===== src/rtl/control_sequencer_pkg.sv =====
// Shared definitions for the hardwired control sequencer: widths, opcodes,
// IR field positions, FSM state encoding and ALU one-hot bit indices.
package cpu_pkg;

    localparam int XLEN        = 32;
    localparam int NREG        = 16;
    localparam int RIDX_W      = 4;
    localparam int OP_W        = 5;
    localparam int ALU_W       = 13;
    localparam int MEM_TIMEOUT = 15;
    localparam int TMO_W       = 4;

    localparam int OP_MSB = 31;
    localparam int OP_LSB = 27;
    localparam int RA_MSB = 26;
    localparam int RA_LSB = 23;
    localparam int RB_MSB = 22;
    localparam int RB_LSB = 19;
    localparam int RC_MSB = 18;
    localparam int RC_LSB = 15;

    localparam logic [OP_W-1:0] OP_ADD  = 5'd0;
    localparam logic [OP_W-1:0] OP_SUB  = 5'd1;
    localparam logic [OP_W-1:0] OP_AND  = 5'd2;
    localparam logic [OP_W-1:0] OP_OR   = 5'd3;
    localparam logic [OP_W-1:0] OP_ROR  = 5'd4;
    localparam logic [OP_W-1:0] OP_ROL  = 5'd5;
    localparam logic [OP_W-1:0] OP_SHR  = 5'd6;
    localparam logic [OP_W-1:0] OP_SHRA = 5'd7;
    localparam logic [OP_W-1:0] OP_SHL  = 5'd8;
    localparam logic [OP_W-1:0] OP_MUL  = 5'd9;
    localparam logic [OP_W-1:0] OP_DIV  = 5'd10;
    localparam logic [OP_W-1:0] OP_NEG  = 5'd11;
    localparam logic [OP_W-1:0] OP_NOT  = 5'd12;
    localparam logic [OP_W-1:0] OP_NOP  = 5'd30;
    localparam logic [OP_W-1:0] OP_HALT = 5'd31;

    // ALU select bus is ordered SHRA at bit 0 up to AND at bit 12
    localparam int ALU_SHRA = 0;
    localparam int ALU_SHR  = 1;
    localparam int ALU_SHL  = 2;
    localparam int ALU_DIV  = 3;
    localparam int ALU_ROL  = 4;
    localparam int ALU_ROR  = 5;
    localparam int ALU_MUL  = 6;
    localparam int ALU_ADD  = 7;
    localparam int ALU_SUB  = 8;
    localparam int ALU_NOT  = 9;
    localparam int ALU_NEG  = 10;
    localparam int ALU_OR   = 11;
    localparam int ALU_AND  = 12;

    typedef enum logic [3:0] {
        S_IDLE, S_FETCH0, S_FETCH1, S_FETCH2, S_DECODE,
        S_R3A, S_R4A, S_R5A,
        S_MD3, S_MD4, S_MD5, S_MD6,
        S_U3, S_U4, S_HALT
    } state_t;

    typedef enum logic [1:0] {SEL_RA, SEL_RB, SEL_RC} reg_sel_t;

    function automatic logic [ALU_W-1:0] alu_onehot(input logic [OP_W-1:0] op);
        logic [ALU_W-1:0] r;
        r = '0;
        case (op)
            OP_ADD:  r[ALU_ADD]  = 1'b1;
            OP_SUB:  r[ALU_SUB]  = 1'b1;
            OP_AND:  r[ALU_AND]  = 1'b1;
            OP_OR:   r[ALU_OR]   = 1'b1;
            OP_ROR:  r[ALU_ROR]  = 1'b1;
            OP_ROL:  r[ALU_ROL]  = 1'b1;
            OP_SHR:  r[ALU_SHR]  = 1'b1;
            OP_SHRA: r[ALU_SHRA] = 1'b1;
            OP_SHL:  r[ALU_SHL]  = 1'b1;
            OP_MUL:  r[ALU_MUL]  = 1'b1;
            OP_DIV:  r[ALU_DIV]  = 1'b1;
            OP_NEG:  r[ALU_NEG]  = 1'b1;
            OP_NOT:  r[ALU_NOT]  = 1'b1;
            default: r = '0;
        endcase
        return r;
    endfunction

    function automatic logic [RIDX_W-1:0] field_sel(input reg_sel_t sel,
                                                    input logic [RIDX_W-1:0] ra,
                                                    input logic [RIDX_W-1:0] rb,
                                                    input logic [RIDX_W-1:0] rc);
        case (sel)
            SEL_RA:  return ra;
            SEL_RB:  return rb;
            default: return rc;
        endcase
    endfunction

endpackage


===== src/rtl/control_sequencer_if.sv =====
// Control bus between the sequencer (master) and the register-bus datapath
// (slave): run/resume/mem_rdy/IR in, register and ALU strobes out.
interface control_sequencer_if;
    import cpu_pkg::*;

    logic            run;
    logic            resume;
    logic            mem_rdy;
    logic [XLEN-1:0] ir;
    logic [NREG-1:0] reg_in;
    logic [NREG-1:0] reg_out;
    logic [ALU_W-1:0] alu_op;
    logic pc_in, pc_out, inc_pc, ir_in, y_in, z_in, mar_in, mdr_in, mdr_out, read;
    logic hi_in, lo_in, zhi_out, zlo_out;
    logic halted;
    logic err;

    modport master (
        input  run, resume, mem_rdy, ir,
        output reg_in, reg_out, alu_op, pc_in, pc_out, inc_pc, ir_in, y_in, z_in,
               mar_in, mdr_in, mdr_out, read, hi_in, lo_in, zhi_out, zlo_out,
               halted, err
    );

    modport slave (
        output run, resume, mem_rdy, ir,
        input  reg_in, reg_out, alu_op, pc_in, pc_out, inc_pc, ir_in, y_in, z_in,
               mar_in, mdr_in, mdr_out, read, hi_in, lo_in, zhi_out, zlo_out,
               halted, err
    );
endinterface


===== src/rtl/control_sequencer_reg_sel_decoder.sv =====
// 4-bit register index plus enable to a one-hot R0..R15 strobe vector.
module reg_sel_decoder
    import cpu_pkg::*;
(
    input  logic [RIDX_W-1:0] idx,
    input  logic              en,
    output logic [NREG-1:0]   onehot
);

    always_comb begin
        onehot = '0;
        if (en) onehot[idx] = 1'b1;
    end

endmodule


===== src/rtl/control_sequencer.sv =====
// Hardwired Moore control unit: fetch via PC/MAR/MDR, decode IR, then step the
// T-states that strobe the register bus, ALU and Y/Z/HI/LO registers.
//
// state  | meaning
// IDLE   | waiting for run           FETCH0 | PC->MAR, PC+1->Z
// FETCH1 | Z->PC, memory read wait   FETCH2 | MDR->IR
// DECODE | dispatch on opcode        R3A..R5A | 3-register ALU op
// MD3..MD6 | MUL/DIV into HI/LO      U3,U4  | unary NEG/NOT
// HALT   | stopped until resume
module control_sequencer
    import cpu_pkg::*;
(
    input  logic                clk,
    input  logic                clr,
    control_sequencer_if.master bus
);

    state_t             state, state_nxt, end_nxt;
    logic [TMO_W-1:0]   wait_cnt;
    logic               err_q, err_set, tmo_hit;
    logic [OP_W-1:0]    op;
    logic [RIDX_W-1:0]  ra, rb, rc;
    logic               in_en, out_en;
    reg_sel_t           in_sel, out_sel;
    logic               unused_ir;

    assign op        = bus.ir[OP_MSB:OP_LSB];
    assign ra        = bus.ir[RA_MSB:RA_LSB];
    assign rb        = bus.ir[RB_MSB:RB_LSB];
    assign rc        = bus.ir[RC_MSB:RC_LSB];
    assign unused_ir = ^bus.ir[RC_LSB-1:0];
    assign end_nxt   = bus.run ? S_FETCH0 : S_IDLE;
    assign tmo_hit   = (wait_cnt == TMO_W'(MEM_TIMEOUT));
    assign bus.err   = err_q;

    always_ff @(posedge clk or negedge clr) begin
        if (!clr) begin
            state    <= S_IDLE;
            wait_cnt <= '0;
            err_q    <= 1'b0;
        end else begin
            state <= state_nxt;
            if (state == S_FETCH1 && !bus.mem_rdy && !tmo_hit) wait_cnt <= wait_cnt + 1'b1;
            else                                               wait_cnt <= '0;
            if (err_set) err_q <= 1'b1;
        end
    end

    always_comb begin
        state_nxt = state;
        err_set   = 1'b0;
        case (state)
            S_IDLE:   if (bus.run) state_nxt = S_FETCH0;
            S_FETCH0: state_nxt = S_FETCH1;
            S_FETCH1: begin
                // a late mem_rdy on the timeout cycle still completes the fetch
                if (bus.mem_rdy) state_nxt = S_FETCH2;
                else if (tmo_hit) begin
                    state_nxt = S_HALT;
                    err_set   = 1'b1;
                end
            end
            S_FETCH2: state_nxt = S_DECODE;
            S_DECODE: begin
                case (op)
                    OP_ADD, OP_SUB, OP_AND, OP_OR, OP_ROR, OP_ROL, OP_SHR,
                    OP_SHRA, OP_SHL: state_nxt = S_R3A;
                    OP_MUL, OP_DIV:  state_nxt = S_MD3;
                    OP_NEG, OP_NOT:  state_nxt = S_U3;
                    OP_NOP:          state_nxt = end_nxt;
                    OP_HALT:         state_nxt = S_HALT;
                    default: begin
                        state_nxt = S_HALT;
                        err_set   = 1'b1;
                    end
                endcase
            end
            S_R3A:  state_nxt = S_R4A;
            S_R4A:  state_nxt = S_R5A;
            S_R5A:  state_nxt = end_nxt;
            S_MD3:  state_nxt = S_MD4;
            S_MD4:  state_nxt = S_MD5;
            S_MD5:  state_nxt = S_MD6;
            S_MD6:  state_nxt = end_nxt;
            S_U3:   state_nxt = S_U4;
            S_U4:   state_nxt = end_nxt;
            S_HALT: if (bus.resume) state_nxt = S_FETCH0;
            default: state_nxt = S_IDLE;
        endcase
    end

    always_comb begin
        in_en       = 1'b0;
        out_en      = 1'b0;
        in_sel      = SEL_RA;
        out_sel     = SEL_RA;
        bus.alu_op  = '0;
        bus.pc_in   = 1'b0;
        bus.pc_out  = 1'b0;
        bus.inc_pc  = 1'b0;
        bus.ir_in   = 1'b0;
        bus.y_in    = 1'b0;
        bus.z_in    = 1'b0;
        bus.mar_in  = 1'b0;
        bus.mdr_in  = 1'b0;
        bus.mdr_out = 1'b0;
        bus.read    = 1'b0;
        bus.hi_in   = 1'b0;
        bus.lo_in   = 1'b0;
        bus.zhi_out = 1'b0;
        bus.zlo_out = 1'b0;
        bus.halted  = 1'b0;
        case (state)
            S_FETCH0: begin
                bus.pc_out = 1'b1;
                bus.mar_in = 1'b1;
                bus.inc_pc = 1'b1;
                bus.z_in   = 1'b1;
            end
            S_FETCH1: begin
                bus.zlo_out = 1'b1;
                bus.pc_in   = 1'b1;
                bus.read    = 1'b1;
                bus.mdr_in  = 1'b1;
            end
            S_FETCH2: begin
                bus.mdr_out = 1'b1;
                bus.ir_in   = 1'b1;
            end
            S_R3A: begin
                out_en   = 1'b1;
                out_sel  = SEL_RB;
                bus.y_in = 1'b1;
            end
            S_R4A: begin
                out_en     = 1'b1;
                out_sel    = SEL_RC;
                bus.alu_op = alu_onehot(op);
                bus.z_in   = 1'b1;
            end
            S_R5A, S_U4: begin
                bus.zlo_out = 1'b1;
                in_en       = 1'b1;
            end
            S_MD3: begin
                out_en   = 1'b1;
                bus.y_in = 1'b1;
            end
            S_MD4, S_U3: begin
                out_en     = 1'b1;
                out_sel    = SEL_RB;
                bus.alu_op = alu_onehot(op);
                bus.z_in   = 1'b1;
            end
            S_MD5: begin
                bus.zlo_out = 1'b1;
                bus.lo_in   = 1'b1;
            end
            S_MD6: begin
                bus.zhi_out = 1'b1;
                bus.hi_in   = 1'b1;
            end
            S_HALT:  bus.halted = 1'b1;
            default: ;
        endcase
    end

    reg_sel_decoder u_reg_in_dec (
        .idx    (field_sel(in_sel, ra, rb, rc)),
        .en     (in_en),
        .onehot (bus.reg_in)
    );

    reg_sel_decoder u_reg_out_dec (
        .idx    (field_sel(out_sel, ra, rb, rc)),
        .en     (out_en),
        .onehot (bus.reg_out)
    );

endmodule


===== src/flat_wrapper.sv =====
// flat-port wrapper written by rule: the top's interface ports become plain ports
module control_sequencer_flat import cpu_pkg::*;
  (clk, clr, bus_run, bus_resume, bus_mem_rdy, bus_ir, bus_reg_in, bus_reg_out, bus_alu_op, bus_pc_in, bus_pc_out, bus_inc_pc, bus_ir_in, bus_y_in, bus_z_in, bus_mar_in, bus_mdr_in, bus_mdr_out, bus_read, bus_hi_in, bus_lo_in, bus_zhi_out, bus_zlo_out, bus_halted, bus_err);
  control_sequencer_if bus_i ();
  input  logic clk;
  input  logic clr;
  input wire logic [$bits(bus_i.run)-1:0] bus_run;
  input wire logic [$bits(bus_i.resume)-1:0] bus_resume;
  input wire logic [$bits(bus_i.mem_rdy)-1:0] bus_mem_rdy;
  input wire logic [$bits(bus_i.ir)-1:0] bus_ir;
  output wire logic [$bits(bus_i.reg_in)-1:0] bus_reg_in;
  output wire logic [$bits(bus_i.reg_out)-1:0] bus_reg_out;
  output wire logic [$bits(bus_i.alu_op)-1:0] bus_alu_op;
  output wire logic [$bits(bus_i.pc_in)-1:0] bus_pc_in;
  output wire logic [$bits(bus_i.pc_out)-1:0] bus_pc_out;
  output wire logic [$bits(bus_i.inc_pc)-1:0] bus_inc_pc;
  output wire logic [$bits(bus_i.ir_in)-1:0] bus_ir_in;
  output wire logic [$bits(bus_i.y_in)-1:0] bus_y_in;
  output wire logic [$bits(bus_i.z_in)-1:0] bus_z_in;
  output wire logic [$bits(bus_i.mar_in)-1:0] bus_mar_in;
  output wire logic [$bits(bus_i.mdr_in)-1:0] bus_mdr_in;
  output wire logic [$bits(bus_i.mdr_out)-1:0] bus_mdr_out;
  output wire logic [$bits(bus_i.read)-1:0] bus_read;
  output wire logic [$bits(bus_i.hi_in)-1:0] bus_hi_in;
  output wire logic [$bits(bus_i.lo_in)-1:0] bus_lo_in;
  output wire logic [$bits(bus_i.zhi_out)-1:0] bus_zhi_out;
  output wire logic [$bits(bus_i.zlo_out)-1:0] bus_zlo_out;
  output wire logic [$bits(bus_i.halted)-1:0] bus_halted;
  output wire logic [$bits(bus_i.err)-1:0] bus_err;
  assign bus_i.run = bus_run;
  assign bus_i.resume = bus_resume;
  assign bus_i.mem_rdy = bus_mem_rdy;
  assign bus_i.ir = bus_ir;
  assign bus_reg_in = bus_i.reg_in;
  assign bus_reg_out = bus_i.reg_out;
  assign bus_alu_op = bus_i.alu_op;
  assign bus_pc_in = bus_i.pc_in;
  assign bus_pc_out = bus_i.pc_out;
  assign bus_inc_pc = bus_i.inc_pc;
  assign bus_ir_in = bus_i.ir_in;
  assign bus_y_in = bus_i.y_in;
  assign bus_z_in = bus_i.z_in;
  assign bus_mar_in = bus_i.mar_in;
  assign bus_mdr_in = bus_i.mdr_in;
  assign bus_mdr_out = bus_i.mdr_out;
  assign bus_read = bus_i.read;
  assign bus_hi_in = bus_i.hi_in;
  assign bus_lo_in = bus_i.lo_in;
  assign bus_zhi_out = bus_i.zhi_out;
  assign bus_zlo_out = bus_i.zlo_out;
  assign bus_halted = bus_i.halted;
  assign bus_err = bus_i.err;
  control_sequencer u_core (.clk(clk), .clr(clr), .bus(bus_i));
endmodule

===== config.mk =====
export PLATFORM = sky130hd
export DESIGN_NAME = control_sequencer_flat
export DESIGN_NICKNAME = d
export VERILOG_FILES = /design/src/rtl/control_sequencer_pkg.sv /design/src/rtl/control_sequencer_if.sv /design/src/rtl/control_sequencer_reg_sel_decoder.sv /design/src/rtl/control_sequencer.sv /design/src/flat_wrapper.sv
export SDC_FILE = /design/constraint.sdc
export NUM_CORES = 1
export LEC_CHECK = 0
export ABC_AREA = 1
export BUFFER_PORTS_ARGS = -buffer_cell sky130_fd_sc_hd__buf_2
export CAP_MARGIN = 0
export CORE_MARGIN = 2
export CORE_UTILIZATION = 41
export DETAILED_ROUTE_END_ITERATION = 7
export GPL_ROUTABILITY_DRIVEN = 0
export HOLD_SLACK_MARGIN = 0.05
export PLACE_DENSITY = 0.82
export SLEW_MARGIN = 40
export SYNTH_ARGS = -nofsm -noshare
export SYNTH_HDL_FRONTEND = slang
export SYNTH_SLANG_ARGS = --single-unit
export TNS_END_PERCENT = 5

===== constraint.sdc =====
create_clock -name clk -period 1.9 [get_ports clk]
set_clock_uncertainty 0.05 [all_clocks]
set_input_delay 0.38 -clock clk [delete_from_list [all_inputs] [get_ports clk]]
set_output_delay 0.38 -clock clk [all_outputs]
set_load 0.02 [all_outputs]

* Yosys cells after proc, flatten, opt, wreduce, memory -nomap -nowiden
Cells that the tools add are included.
** Word-level totals
- Flip-flop bits (word level) :: 9
- Latch bits :: 0
- Bits in writable memories :: 0
- Memory bits (read-only) :: 0
- Output and inout bits :: 61
- Word-level logic and storage cells :: 108
- Memories kept :: 0
** Cells by class
- $add $sub $neg :: 1
- $mul :: 0
- Divide/modulo/power cells :: 0
- $lt $le $gt $ge :: 4
- Equal/unequal tests :: 33
- Shift-type cells :: 0
- Muxes and demuxes :: 45
- Bitwise logic cells :: 0
- Reduce and logical (&&, ||, !) cells :: 22
** Operators by type and width (count)
- 4-bit one-hot mux with 13 select lines :: 1
- 4-bit equality test, second input constant :: 8
- 16-bit two-way mux :: 2
- 1-bit two-way mux :: 30
- 5-bit by 4-bit equality test with 1-bit output, second input constant :: 5
- 5-bit by 3-bit equality test with 1-bit output, second input constant :: 4
- 4-bit two-way mux :: 5
- 4-bit by 3-bit equality test with 1-bit output, second input constant :: 4
- 4-bit one-hot mux with 4 select lines :: 1
- 15-bit OR reduction :: 1
- 13-bit two-way mux :: 1
- 5-bit by 2-bit equality test with 1-bit output, second input constant :: 2
- 5-bit equality test, second input constant :: 2
- 4-bit by 5-bit less-than comparator with 1-bit output, second input constant :: 2
- 3-bit OR reduction :: 3
- 9-bit OR reduction :: 1
- 1-bit demux with 4-bit select :: 2
- 4-bit by 2-bit equality test with 1-bit output, second input constant :: 2
- 4-bit by 1-bit >= comparator with 1-bit output, second input constant :: 2
- 4-bit one-hot mux with 2 select lines :: 1
- 2-bit OR reduction :: 4
- 4-bit OR reduction :: 2
- 5-bit by 1-bit equality test with 1-bit output, second input constant :: 1
- 5-bit logical NOT :: 1
- 13 further kinds :: 18

* Longest topological paths before layout
- Word-level depth :: 10
- Gate-level depth with buffers :: 11
- Mapped depth without buffers :: 11

* By module
Synthesis repeated with hierarchy kept, for this count alone.
** Second synthesis, totals
- Cell total of the unflattened synthesis :: 249
- Area, all modules :: 1301.2 µm²
** Modules (own cells, without submodules)
- control_sequencer :: instances 1, cells an instance 189, area an instance 1064.8 µm², sequential area each 225.2 µm²
- reg_sel_decoder at u_core.u_reg_out_dec :: instances 1, cells an instance 32, area an instance 126.4 µm², sequential area each 0.0 µm²
- reg_sel_decoder at u_core.u_reg_in_dec :: instances 1, cells an instance 28, area an instance 110.1 µm², sequential area each 0.0 µm²

* Worst setup path before layout
OpenSTA, ideal clock, no wires.
- Kind :: reg-to-output
- Start :: register u_core.state[1]
- End :: output port bus_alu_op[1]
- Arrival :: 1.520 ns
- Setup slack :: -0.050 ns
- Cell stages (with the launch flop) :: 10
- Path buffers :: 0
- Cell sequence :: dfrtp_1 > inv_2 > nand2_1 > nor2_1 > nor2_2 > inv_1 > nor2_2 > inv_2 > nand2_1 > nor3_1
** Between the ends
- Longest elaborated chain between the ends :: 3
- Elaborated cells on any way between the ends :: 5
- Those cells by class :: eq/ne (3); mux (1); reduce/logical (1)
** Ends and longest elaborated chain
- from (decl) :: RTL line control_sequencer.sv:18 : state_t state, state_nxt, end_nxt;
- from (signal assigned) :: RTL line control_sequencer.sv:42 : state <= state_nxt;
- 4-bit by 3-bit equality test with 1-bit output or 4-bit equality test (tied branches) :: RTL line control_sequencer.sv:113 : case (state)
- 3-bit OR reduction (no source line) (*)
- 13-bit two-way mux (*)
- to (decl) :: RTL line flat_wrapper.sv:13 : output wire logic [$bits(bus_i.alu_op)-1:0] bus_alu_op;
Mark *: on every way between the ends. The rest lies on a longest branch, timed or not.

* Worst setup path in the final report
- Start :: register u_core.state[0]
- End :: output port bus_reg_out[1]
** Between the ends
- Longest elaborated chain between the ends :: 10
- Elaborated cells on any way between the ends :: 18
- Those cells by class :: order compare (2); eq/ne (6); mux (6); reduce/logical (4)
** Ends and longest elaborated chain
- 4-bit by 3-bit equality test with 1-bit output or 4-bit equality test (tied branches) :: RTL line control_sequencer.sv:113
- 3-bit OR reduction (no source line)
- 2-bit one-hot mux with 2 select lines :: RTL line control_sequencer.sv:113
- 2-bit by 1-bit equality test with 1-bit output or 2-bit logical NOT (tied branches) :: RTL line control_sequencer_pkg.sv:88 : case (sel)
- 4-bit one-hot mux with 2 select lines :: RTL line control_sequencer_pkg.sv:88
- 4-bit by 5-bit less-than comparator with 1-bit output (not written as such) or 4-bit by 1-bit >= comparator with 1-bit output (tied branches) :: RTL line control_sequencer_reg_sel_decoder.sv:12 : if (en) onehot[idx] = 1'b1;
- 1-bit logical AND (not written as such) :: RTL line control_sequencer_reg_sel_decoder.sv:12
- 1-bit two-way mux (not written as such) :: RTL line control_sequencer_reg_sel_decoder.sv:12
- 1-bit demux with 4-bit select :: RTL line control_sequencer_reg_sel_decoder.sv:12
- 16-bit two-way mux (*) :: RTL line control_sequencer_reg_sel_decoder.sv:12
- to (decl) :: RTL line flat_wrapper.sv:12 : output wire logic [$bits(bus_i.reg_out)-1:0] bus_reg_out;
Marked as above.

==> run summary <==
Crit path depth -> 9
Final worst setup slack -> -0.4924 ns
Area of the multi-input gates -> 1122 um^2
Final Net Count -> 389
Share of layout cells above drive strength 1 -> 55.14%
Clk buf depth -> 2
Power per standard cell area -> 1141 nW/um^2
P_leak -> 1.392 nW
Antenna cells -> 0
Sequential Power Share -> 12.9%
Critical path peak fanout -> 6
CP max stage delay -> 0.44 ns
Die width -> 60.37 um
Fin crit period -> 2.392 ns
Grt total ovfl -> 0
Row count -> 20
Highest clock rate -> 418.0 MHz
Synthesized cell area -> 1302 um^2
Io pins -> 98
Antenna violations before repair -> 0
R2r startpoint -> u_core.state[0]
Skew-Pair Late Insertion Delay -> 0.27 ns
Capture point of the worst path -> bus_reg_out[1]
# setup viols final -> 53
Vias/cell -> 5.157
Number of CTS-inserted buffers -> 3
Fin crit share -> 125.9%
Hold/Removal Path Class -> in -> reg
Vias in the first global route -> 1667
Avg WL per Cell -> 13.89 um
Most used cell, CP -> inv_2
Design internal power -> 1.123 mW
Post-synthesis sequential area ratio -> 17.29%
Slowest-stage cell, CP -> dfrtp_2
Total die area -> 3644 um^2
CP Class -> reg -> out
Largest net degree at the start of global routing -> 10
Hold WS -> 0.3541 ns
Clock power frac -> 5.7%
Crit path arrival time -> 1.96 ns
Peak supply drop -> 0.0007081 V
CP bufs+invs -> 3
Post-Syn Instances -> 244
Final Max Slew Viols -> 0
Drt pass-1 iters -> 4
Total track usage -> 24.39%
First-iteration detailed-routing DRC count -> 97
Final WL -> 5471 um
Crit-path cells -> inv_2 > nand2_4 > nor2_4 > inv_2 > or2_4 > nand3_4 > nand3_2 > nor2_1 > buf_4
Filler Cell Count -> 216
RR Endpoint -> u_core.state[3]
Syn Area/Cell -> 5.338 um^2
Flop2flop setup slack -> 0.14 ns
Psw -> 1.556 mW
Via count -> 2032
Clock-pin slew on the worst setup and hold paths -> 0.06 ns
CP Capture Type -> output pin
Synthesis Warnings -> 0
Starting Density -> 43.02%
Status -> finished, violations left
Rel. slew slack -> 79.28%
Hold Vio Cnt, Final -> 0
Die Y -> 60.37 um
I/O Buffers -> 82
Comb pwr share -> 81.4%
Pwr Total -> 2.679 mW
Htree depth -> 1
DP HPWL -> 3307 um
Routed Antenna Nets -> 0
CP Launch Point -> u_core.state[0]
Clock Sink Count -> 9
Reg2Reg Depth -> 11
Synth Net Count -> 282
CP delay by family, top -> simple AND/OR/NAND/NOR gates
Residual DRC -> 0
Switching share of power -> 58.08%
RSZ-0062 raised after global routing -> yes
Root buf cell -> clkbuf_4
Global-route wire length before repair -> 6748 um
Pre-CTS WS -> -0.1007 ns
MaxCap Viol Count -> 0
Register area -> 230.2 um^2
CTS tree -> built
Violated checks -> setup timing
CP required -> 1.47 ns
Crit start category -> flop
Worst-margin pin slew -> 0.3108 ns
Yosys cell types -> 25
Flops & latches, synth -> 9
P&R area growth vs syn -> 80.31%
Core area -> 3028 um^2
[kinds of logic after synthesis]
family / after synthesis / share of synthesized area (%)
XOR/XNOR: 2 / 1.345
AND/OR/NAND/NOR: 158 / 54.76
flip-flops: 9 / 17.29
buffers and inverters: 59 / 18.73
AO/OA/AOI/OAI: 15 / 6.917
adder cells (fa/ha/maj): 1 / 0.9605
[area by class of cell]
class,count,area share (%)
clock buffers,4,1.119
repair buffers,108,30.47
inverters,53,8.471
flip-flops and latches,9,9.803
multi-input cells,176,47.79
well taps,44,2.344
[layout by cell type, fill, tap and decap left out]
cell / count
buf_4: 53
nor2_1: 49
buf_2: 48
inv_1: 37
nand2_1: 27
inv_2: 16
nand2_2: 12
nand3_1: 11
nor2_4: 10
nand2_4: 9
nand3_2: 9
nor2_2: 8
o21ai_0: 7
nand3_4: 6
buf_6: 6
nand4_1: 5
dfrtp_1: 5
nor3_1: 4
dfrtp_2: 4
or2_4: 3
o31ai_1: 3
clkbuf_4: 3
nor3_2: 2
or2_2: 2
xnor2_1: 1
a21oi_2: 1
a21oi_4: 1
or2_1: 1
xor2_1: 1
a21oi_1: 1
a31oi_1: 1
o211ai_1: 1
ha_1: 1
clkbuf_1: 1
dlygate4sd3_1: 1
[through the flow]
stage / area [um^2] / util (%) / TNS [ns] / instances
after detailed placement: 1886 / 62.27 / -1.698 / 385
final: 2349 / 77.56 / -16.56 / 394
after global placement: 1886 / 62.27 / -1.170 / 385
after global routing: 2349 / 77.56 / -21.35 / 394
after CTS: 2121 / 70.04 / -12.14 / 392
after floorplan: 1308 / - / -0.1290 / 244
[sequential cells by signal, indices dropped and copies added (netlist names)]
name             flops
u_core.wait_cnt      4
u_core.state         4
u_core.bus.err       1
[power groups by stage]
stage,combinational [mW],clock (mW),sequential [mW]
2_1_floorplan,1.05,0,0.308
3_3_place_gp,1.54,0,0.308
3_5_place_dp,1.56,0,0.311
4_1_cts,1.75,0.154,0.316
5_1_grt,2.33,0.170,0.349
6_report,2.18,0.152,0.345
[timing repair]
action / 4_1_cts / 5_1_grt
hold endpoints to repair: 9 / 0
buffers inserted: 2 / 2
gates resized for setup: 61 / 64
hold buffers: 1 / 0
pin swaps: 10 / 21
setup endpoints to repair: 47 / 57
[worst min path at each step]
stage | start | depth (start not counted) | to | slack, ns
after floorplan | clr | 0 | u_core.bus.err | 0.03
final | bus_run | 3 | u_core.state[0] | 0.35
after detailed placement | clr | 1 | u_core.wait_cnt[0] | 0.19
after global placement | clr | 1 | u_core.wait_cnt[0] | 0.18
after CTS | bus_run | 3 | u_core.state[0] | 0.35
after global routing | bus_run | 3 | u_core.state[0] | 0.34
[cells in the mapped netlist, drive strengths merged]
cell type	number	share of area [%]
dfrtp	9	17
inv	53	15
xor2	1	0.67
ha	1	0.96
nand2	48	15
nand3	26	12
or2	6	2.9
a31oi	1	0.48
a21oi	3	1.4
nor3	6	2.3
nor2	67	21
buf	6	3.5
o211ai	1	0.58
xnor2	1	0.67
nand4	5	2.4
o31ai	3	1.7
o21ai	7	2.7
[worst reg2reg max path: cells and delay by family, from the launching register on]
| family | cells | cell delay, ns |
|---|---|---|
| AO/OA/AOI/OAI | 1 | 0.11 |
| buffers and inverters | 3 | 0.32 |
| flip-flops | 1 | 0.44 |
| AND/OR/NAND/NOR | 7 | 0.71 |
[routing by layer]
layer	GRT usage, %	vias to the layer above	wire [um]
li1	-	955	-
met1	27.06	923	1976
met2	43.63	125	2864
met3	5.330	29	404
met4	12.38	0	225
met5	0	-	0
Note: power is estimated with default switching activity, not from simulation.
